**config.mk**
```make
export PLATFORM = sky130hd
export DESIGN_NAME = multi_pedometer
export DESIGN_NICKNAME = d
export VERILOG_FILES = /design/src/rtl/pedometer_pkg.sv /design/src/rtl/ped_weight_file.sv /design/src/rtl/multi_pedometer.sv
export SDC_FILE = /design/constraint.sdc
export NUM_CORES = 1
export LEC_CHECK = 0
export ABC_AREA = 0
export CAP_MARGIN = 0
export CORE_ASPECT_RATIO = 2
export CORE_MARGIN = 5
export CORE_UTILIZATION = 55
export DETAILED_ROUTE_END_ITERATION = 8
export GPL_ROUTABILITY_DRIVEN = 0
export PLACE_DENSITY = 0.72
export SYNTH_ARGS = -nofsm -noshare
export SYNTH_HDL_FRONTEND = slang
export SYNTH_SLANG_ARGS = --single-unit
export TNS_END_PERCENT = 5
```
**constraint.sdc**
```tcl
create_clock -name clk -period 13.3 [get_ports clk]
set_input_delay 2.66 -clock clk [delete_from_list [all_inputs] [get_ports clk]]
set_output_delay 2.66 -clock clk [all_outputs]
set_load 0.03 [all_outputs]
```
**src/rtl/pedometer_pkg.sv**
```systemverilog
// Shared definitions for the multi-channel pedometer: FSM encoding, weight-file
// slot indices and width helpers.
package pedometer_pkg;

   typedef enum logic [1:0] {
      S_IDLE = 2'd0,
      S_HID  = 2'd1,
      S_OUT  = 2'd2,
      S_WB   = 2'd3
   } state_t;

   localparam int NUM_W  = 8;
   localparam int NUM_SNAP = 7;

   localparam int THETA1 = 0;
   localparam int THETA2 = 1;
   localparam int BETA1  = 2;
   localparam int BETA2  = 3;
   localparam int ALPHA1 = 4;
   localparam int ALPHA2 = 5;
   localparam int THRESH = 6;
   localparam int RSVD   = 7;

   function automatic int ch_width(input int n);
      return (n > 1) ? $clog2(n) : 1;
   endfunction

   function automatic int hid_width(input int dw);
      return 2 * dw + 1;
   endfunction

   function automatic int score_width(input int dw);
      return 3 * dw + 2;
   endfunction

endpackage

```
**src/rtl/ped_weight_file.sv**
```systemverilog
// Eight-entry weight register file with two write ports; port 2 wins when both
// ports write the same slot in the same cycle.
module ped_weight_file
   import pedometer_pkg::*;
#(
   parameter int DATA_W = 8
) (
   input  logic              clk,
   input  logic              reset,
   input  logic              wr1_en,
   input  logic [2:0]        addr1,
   input  logic [DATA_W-1:0] data1,
   input  logic              wr2_en,
   input  logic [2:0]        addr2,
   input  logic [DATA_W-1:0] data2,
   output logic [DATA_W-1:0] weights [NUM_W]
);

   always_ff @(posedge clk) begin
      if (reset) begin
         for (int i = 0; i < NUM_W; i++) begin
            weights[i] <= '0;
         end
      end else begin
         for (int i = 0; i < NUM_W; i++) begin
            if (wr2_en && (addr2 == 3'(i))) begin
               weights[i] <= data2;
            end else if (wr1_en && (addr1 == 3'(i))) begin
               weights[i] <= data1;
            end
         end
      end
   end

endmodule

```
**src/rtl/multi_pedometer.sv**
```systemverilog
// Multi-channel step detector: two-neuron score per sample, thresholded into
// saturating per-channel step counters. Define PEDO_EDGE_DETECT_EN to count rising detections only.
module multi_pedometer
   import pedometer_pkg::*;
#(
   parameter  int DATA_W = 8,
   parameter  int NUM_CH = 4,
   parameter  int CNT_W  = 16,
   localparam int CH_W   = ch_width(NUM_CH)
) (
   input  logic                    clk,
   input  logic                    reset,
   input  logic                    in_valid,
   output logic                    in_ready,
   input  logic [CH_W-1:0]         in_ch,
   input  logic [DATA_W-1:0]       A,
   input  logic [DATA_W-1:0]       B,
   input  logic                    wr1_en,
   input  logic [2:0]              Addr1,
   input  logic [DATA_W-1:0]       Data1,
   input  logic                    wr2_en,
   input  logic [2:0]              Addr2,
   input  logic [DATA_W-1:0]       Data2,
   input  logic                    clr_ch_en,
   input  logic [CH_W-1:0]         clr_ch,
   output logic                    step_pulse,
   output logic [CH_W-1:0]         step_ch,
   output logic [NUM_CH*CNT_W-1:0] step_count,
   output logic                    busy
);

   localparam int HID_W   = hid_width(DATA_W);
   localparam int SCORE_W = score_width(DATA_W);

   state_t state, state_nx;

   logic [DATA_W-1:0]  wts [NUM_W];
   logic               unused_rsvd;

   logic [CH_W-1:0]    ch_p0;
   logic [DATA_W-1:0]  a_p0, b_p0;
   logic [DATA_W-1:0]  snap_p0 [NUM_SNAP];
   logic [HID_W-1:0]   h1_p1, h2_p1;
   logic [SCORE_W-1:0] score, thr_ext;
   logic               det_p2;

   logic [CNT_W-1:0]   cnt [NUM_CH];
   logic               accept, ch_ok, step_hit;

   function automatic logic [CNT_W-1:0] sat_inc(input logic [CNT_W-1:0] c);
      return (&c) ? c : c + CNT_W'(1);
   endfunction

   ped_weight_file #(.DATA_W(DATA_W)) u_wf (
      .clk     (clk),
      .reset   (reset),
      .wr1_en  (wr1_en),
      .addr1   (Addr1),
      .data1   (Data1),
      .wr2_en  (wr2_en),
      .addr2   (Addr2),
      .data2   (Data2),
      .weights (wts)
   );

   // The reserved slot is writable but has no function.
   assign unused_rsvd = ^wts[RSVD];

   always_ff @(posedge clk) begin
      if (reset) begin
         state <= S_IDLE;
      end else begin
         state <= state_nx;
      end
   end

   always_comb begin
      state_nx = state;
      case (state)
         S_IDLE:  if (accept) state_nx = S_HID;
         S_HID:   state_nx = S_OUT;
         S_OUT:   state_nx = S_WB;
         S_WB:    state_nx = S_IDLE;
         default: state_nx = S_IDLE;
      endcase
   end

   always_comb begin
      in_ready   = 1'b0;
      busy       = 1'b0;
      step_pulse = 1'b0;
      step_ch    = '0;
      if (!reset) begin
         in_ready   = (state == S_IDLE);
         busy       = (state != S_IDLE);
         step_pulse = step_hit;
         step_ch    = step_hit ? ch_p0 : '0;
      end
   end

   assign accept = in_valid && in_ready;
   assign ch_ok  = (32'(ch_p0) < NUM_CH);

   // Stage p0: capture sample and freeze the weights for the whole transaction.
   always_ff @(posedge clk) begin
      if (accept) begin
         ch_p0 <= in_ch;
         a_p0  <= A;
         b_p0  <= B;
         for (int i = 0; i < NUM_SNAP; i++) begin
            snap_p0[i] <= wts[i];
         end
      end
   end

   // Stage p1: hidden neurons.
   always_ff @(posedge clk) begin
      if (state == S_HID) begin
         h1_p1 <= HID_W'(snap_p0[THETA1]) * HID_W'(a_p0) + HID_W'(snap_p0[BETA1]);
         h2_p1 <= HID_W'(snap_p0[THETA2]) * HID_W'(b_p0) + HID_W'(snap_p0[BETA2]);
      end
   end

   // Stage p2: full-width score and detection against thresh scaled by 2^DATA_W.
   always_comb begin
      score   = SCORE_W'(snap_p0[ALPHA1]) * SCORE_W'(h1_p1)
              + SCORE_W'(snap_p0[ALPHA2]) * SCORE_W'(h2_p1);
      thr_ext = SCORE_W'(snap_p0[THRESH]) << DATA_W;
   end

   always_ff @(posedge clk) begin
      if (state == S_OUT) begin
         det_p2 <= (score >= thr_ext);
      end
   end

`ifdef PEDO_EDGE_DETECT_EN
   logic [NUM_CH-1:0] prev_det;

   always_ff @(posedge clk) begin
      if (reset) begin
         prev_det <= '0;
      end else if ((state == S_WB) && ch_ok) begin
         prev_det[ch_p0] <= det_p2;
      end
   end

   assign step_hit = (state == S_WB) && det_p2 && ch_ok && !prev_det[ch_p0];
`else
   assign step_hit = (state == S_WB) && det_p2 && ch_ok;
`endif

   // Write-back: a clear on the same channel overrides the increment.
   always_ff @(posedge clk) begin
      if (reset) begin
         for (int i = 0; i < NUM_CH; i++) begin
            cnt[i] <= '0;
         end
      end else begin
         for (int i = 0; i < NUM_CH; i++) begin
            if (clr_ch_en && (32'(clr_ch) == i)) begin
               cnt[i] <= '0;
            end else if (step_hit && (32'(ch_p0) == i)) begin
               cnt[i] <= sat_inc(cnt[i]);
            end
         end
      end
   end

   for (genvar g = 0; g < NUM_CH; g++) begin : g_flat
      assign step_count[g*CNT_W +: CNT_W] = cnt[g];
   end

endmodule

```
==> results.md <==
- The flow ran to the end, and the final reports show no timing, DRC or antenna violations.
- The total count of max-transition violations in the final report was 0.
- The worst setup path is captured at a flop.
- The HPWL after detailed placement is 48.18 mm.
- After detailed routing, the number of remaining DRC violations is 0.
- The most common flop cell mapped by yosys is edfxtp_1.
- Dividing the detail-routed via count by the number of cells gives 5.618.
- Once the floorplan was initialized, standard cells occupied 55.74% of the core.
- Across the routed clock network, the largest skew measured is 20.50 ps.
- The proportion of netlist area held by the largest area contributor is 27.69%.
- The share of the synthesized area in compound gates (AO/OA/AOI/OAI) is 5.454%.
- Setup repair after global routing left no endpoint under its margin.
- Data arrives at the worst endpoint at 7850 ps.
- The wire length per cell is 20.89 um.
- The clock net sink count is 231.
- The first routing iteration left 1008 violations.
- For the worst-skew pair, the clock arrives at the later sink with an insertion delay of 520 ps.
- The post-synthesis share of cell area spent on xor and xnor gates is 3.467%.
- The cell seen most often among critical-path stages is fa_1.
- Summing the areas of all fa, ha and maj instances in the mapped netlist gives 37.15% of the synthesized area.
- The signed area change from the synthesized netlist to the final layout is 10.23%.
- At the pin with the least slew margin, the transition time is 1108 ps.
- Timing would allow up to 0.1317 GHz.
- The first-pass detailed-route iteration total is 5.
- The final hold violation count came to 0.
- The total routing usage reported by global routing is 27.06%.
- The synthesized instance count is 2217.
- Counting distinct cell types in the post-synthesis netlist gives 56.
- The number of buffers created by CTS is 21.
- The number of antenna violations at the first check in global routing is 0.
- CTS built an H-tree with a depth of 1.
- The first global-routing pass estimated 95.27 mm of wire.
- The fraction of final layout cells sized beyond drive strength 1 is 2.159%.
- The proportion of register bits with asynchronous set or reset after synthesis is 0%.
- In this run the remaining antenna-violating nets after routing total 0.
- Summing the sequential cell areas from Yosys gives 28.27% of the chip area.
- In this run the worst hold path is classified as flop to flop.
- Yosys printed 0 warnings.
- The floorplan has 104 rows.
- Global routing finished with a remaining overflow of 0.
- The height of the chip is 295.9 um.
- The maximum number of pins on one net before global-route repair is 75.
- The cell count of the worst reg-to-reg path is 22.
- The leading cell type in the layout, fill and taps excluded is inv_1.
- The post-cts hold buffer count is 0.
- The clock period minus worst slack is 7593 ps.
- The critical path is of the flop to flop type.
- The synthesis-stage register bit count is 231.
- After layout, the worst path uses 57.09% of the clock period.
- The total detailed-routing wirelength is 59.47 mm.
- Synthesis produced a netlist with a net count of 2746.
- In the post-synthesis netlist, the biggest area contributors are fa_1 28%, edfxtp_1 23%, ha_1 9.5%.
- The final antenna diode count is 0.
- At the worst endpoint, the required time is 13560 ps.
- The via count of the first global-routing pass was 17720.
- The total of cells resized after clock tree synthesis is 0.
- The worst pin sits at a relative slew slack of 25.66%.
- The worst hold path was traced through 0 stages.
- In this run the post-CTS setup repair buffer count came out at 0.
- The count of max-cap constraint violations is 0.
- The multiplexer share of the synthesized area is 2.582%.
- The longest clock path from root to sink contains 3 buffers.
- The clock slew seen by the registers of the worst setup and hold paths is 80 ps.
- The count of final setup violators is 0.
- The aggregate negative setup slack is 0 ps.
- The floorplan step defined a die boundary enclosing 45270 sq um.
- The die outline width is 153.0 um.
- The synthesized netlist occupies a cell area of 22480 sq um.
- The simple-gate area share of the yosys netlist is 15.63%.
- After the last flow step, the layout net total stands at 2831.
- The sort of element at the start of the critical path is a flop.
- After synthesis, the largest family of logic cells by area is adder cells.
- The port buffer count is 116.
- The slowest library cell on the worst path is edfxtp_1.
- For this run, the slowest stage of the critical path takes 640 ps.
- The CTS tree is built.
- The region available for standard cell placement spans 40340 sq um.
- Yosys mapped a number of flops with a built-in enable equal to 173.
- Traced cell by cell, the critical path runs through and2_1, fa_1, fa_1, fa_1, fa_1, fa_1, inv_1, fa_1, inv_1, ha_1, a21o_1, a211oi_1, a21oi_1, xor2_1, ha_1, a221oi_1, nor3b_1, nand4_1, a41o_1, nor4_1, and3_1, nand4_1.
- The most area-hungry cell type in the Yosys netlist is fa_1.
- In the layout the commonest cells are 386 x inv_1, 311 x fa_1, 265 x nand2_1.
- The root buffer selected by CTS is clkbuf_16.
- The mean instance size in the synthesized netlist is 10.14 sq um.
- The maximum fanout along the worst path is 17.
- The vias after detailed routing is 15990.
- The number of placed I/O pins is 117.
[layer usage]
| layer | vias to the layer above | global-route usage, % | share of wire, % |
|---|---|---|---|
| li1 | 7228 | - | - |
| met1 | 8011 | 26.03 | 31 |
| met2 | 510 | 51.20 | 55 |
| met3 | 241 | 3.768 | 4.3 |
| met4 | 0 | 21.10 | 9.8 |
| met5 | - | 0 | 0 |
[registers in the layout (all words and copies together) (netlist names), 2 cells and up]
register	count
state	2
b_p0	8
h2_p1	17
snap_p0	56
a_p0	8
h1_p1	17
u_wf.weights	56
ch_p0	2
cnt	64
[kinds of logic after synthesis]
family / Yosys count
adders and majority gates: 481
xor gates and xnor gates: 89
muxes: 58
DFF: 231
buffers and inverters: 446
and+or+nand+nor: 730
AOI/OAI and AO/OA: 182
[metrics by stage]
step                      instances  hold slack [ps]  cell area [sq um]  worst slack [ps]  utilization, %
after floorplan                2217            407.6              22480              6424               -
after global placement         2809            415.8              24120              6004           59.80
after detailed placement       2809            417.3              24120              5836           59.80
after CTS                      2846            432.0              24780              5807           61.44
after global routing           2846            447.0              24780              5419           61.44
final                          2846            426.8              24780              5707           61.44
[critical path, delay by kind of cell (launching register included)]
| family | cells | cell delay, ps |
|---|---|---|
| compound gates | 5 | 1200 |
| flops | 1 | 640 |
| fa+ha+maj | 8 | 3990 |
| buf+inv | 2 | 90 |
| xor+xnor | 1 | 180 |
| simple gates | 6 | 1210 |
[area by class of cell]
type                    instances  area [sq um]
inverters                     386          1449
clock inverters                10         110.1
repair buffers                122          1201
multi-input cells            1540         14460
flip-flops and latches        231          6356
fillers                      3382         15560
clock buffers                  27         548.0
well taps                     530         663.1
[worst paths after layout]
kind,start,to,slack [ps]
hold / removal,u_wf.weights[27]$_SDFFE_PP0P_,snap_p0[4][3]$_DFFE_PP_,430
hold reg to reg,u_wf.weights[27]$_SDFFE_PP0P_,snap_p0[4][3]$_DFFE_PP_,430
setup / recovery,snap_p0[5][7]$_DFFE_PP_,det_p2$_DFFE_PP_,5710
setup reg to reg,snap_p0[5][7]$_DFFE_PP_,det_p2$_DFFE_PP_,5710
[cells in the mapped netlist (2+ instances only)]
cell type and n:
a211oi_1 61, a21o_1 13, a21oi_1 43, a31o_2 3, a31oi_1 3, and2_1 190
and3_1 25, buf_1 5, clkbuf_1 55, dfxtp_1 58, edfxtp_1 173, fa_1 311
ha_1 170, inv_1 386, mux2i_1 58, nand2_1 265, nand2b_1 8, nand3_1 36
nand3b_1 2, nand4_1 9, nand4b_1 5, nor2_1 149, nor2b_1 11, nor3_1 7
nor3_2 2, nor3b_1 3, nor4_1 4, o21a_1 7, o21ai_0 25, o21ai_1 2
o21bai_1 4, o22ai_1 3, o31ai_1 2, o32ai_1 2, or2_2 2, or3_1 8
xnor2_1 45, xor2_1 44
Power is not shown: default switching activity piles up to over one toggle a cycle in this logic, so the estimate is an artifact.
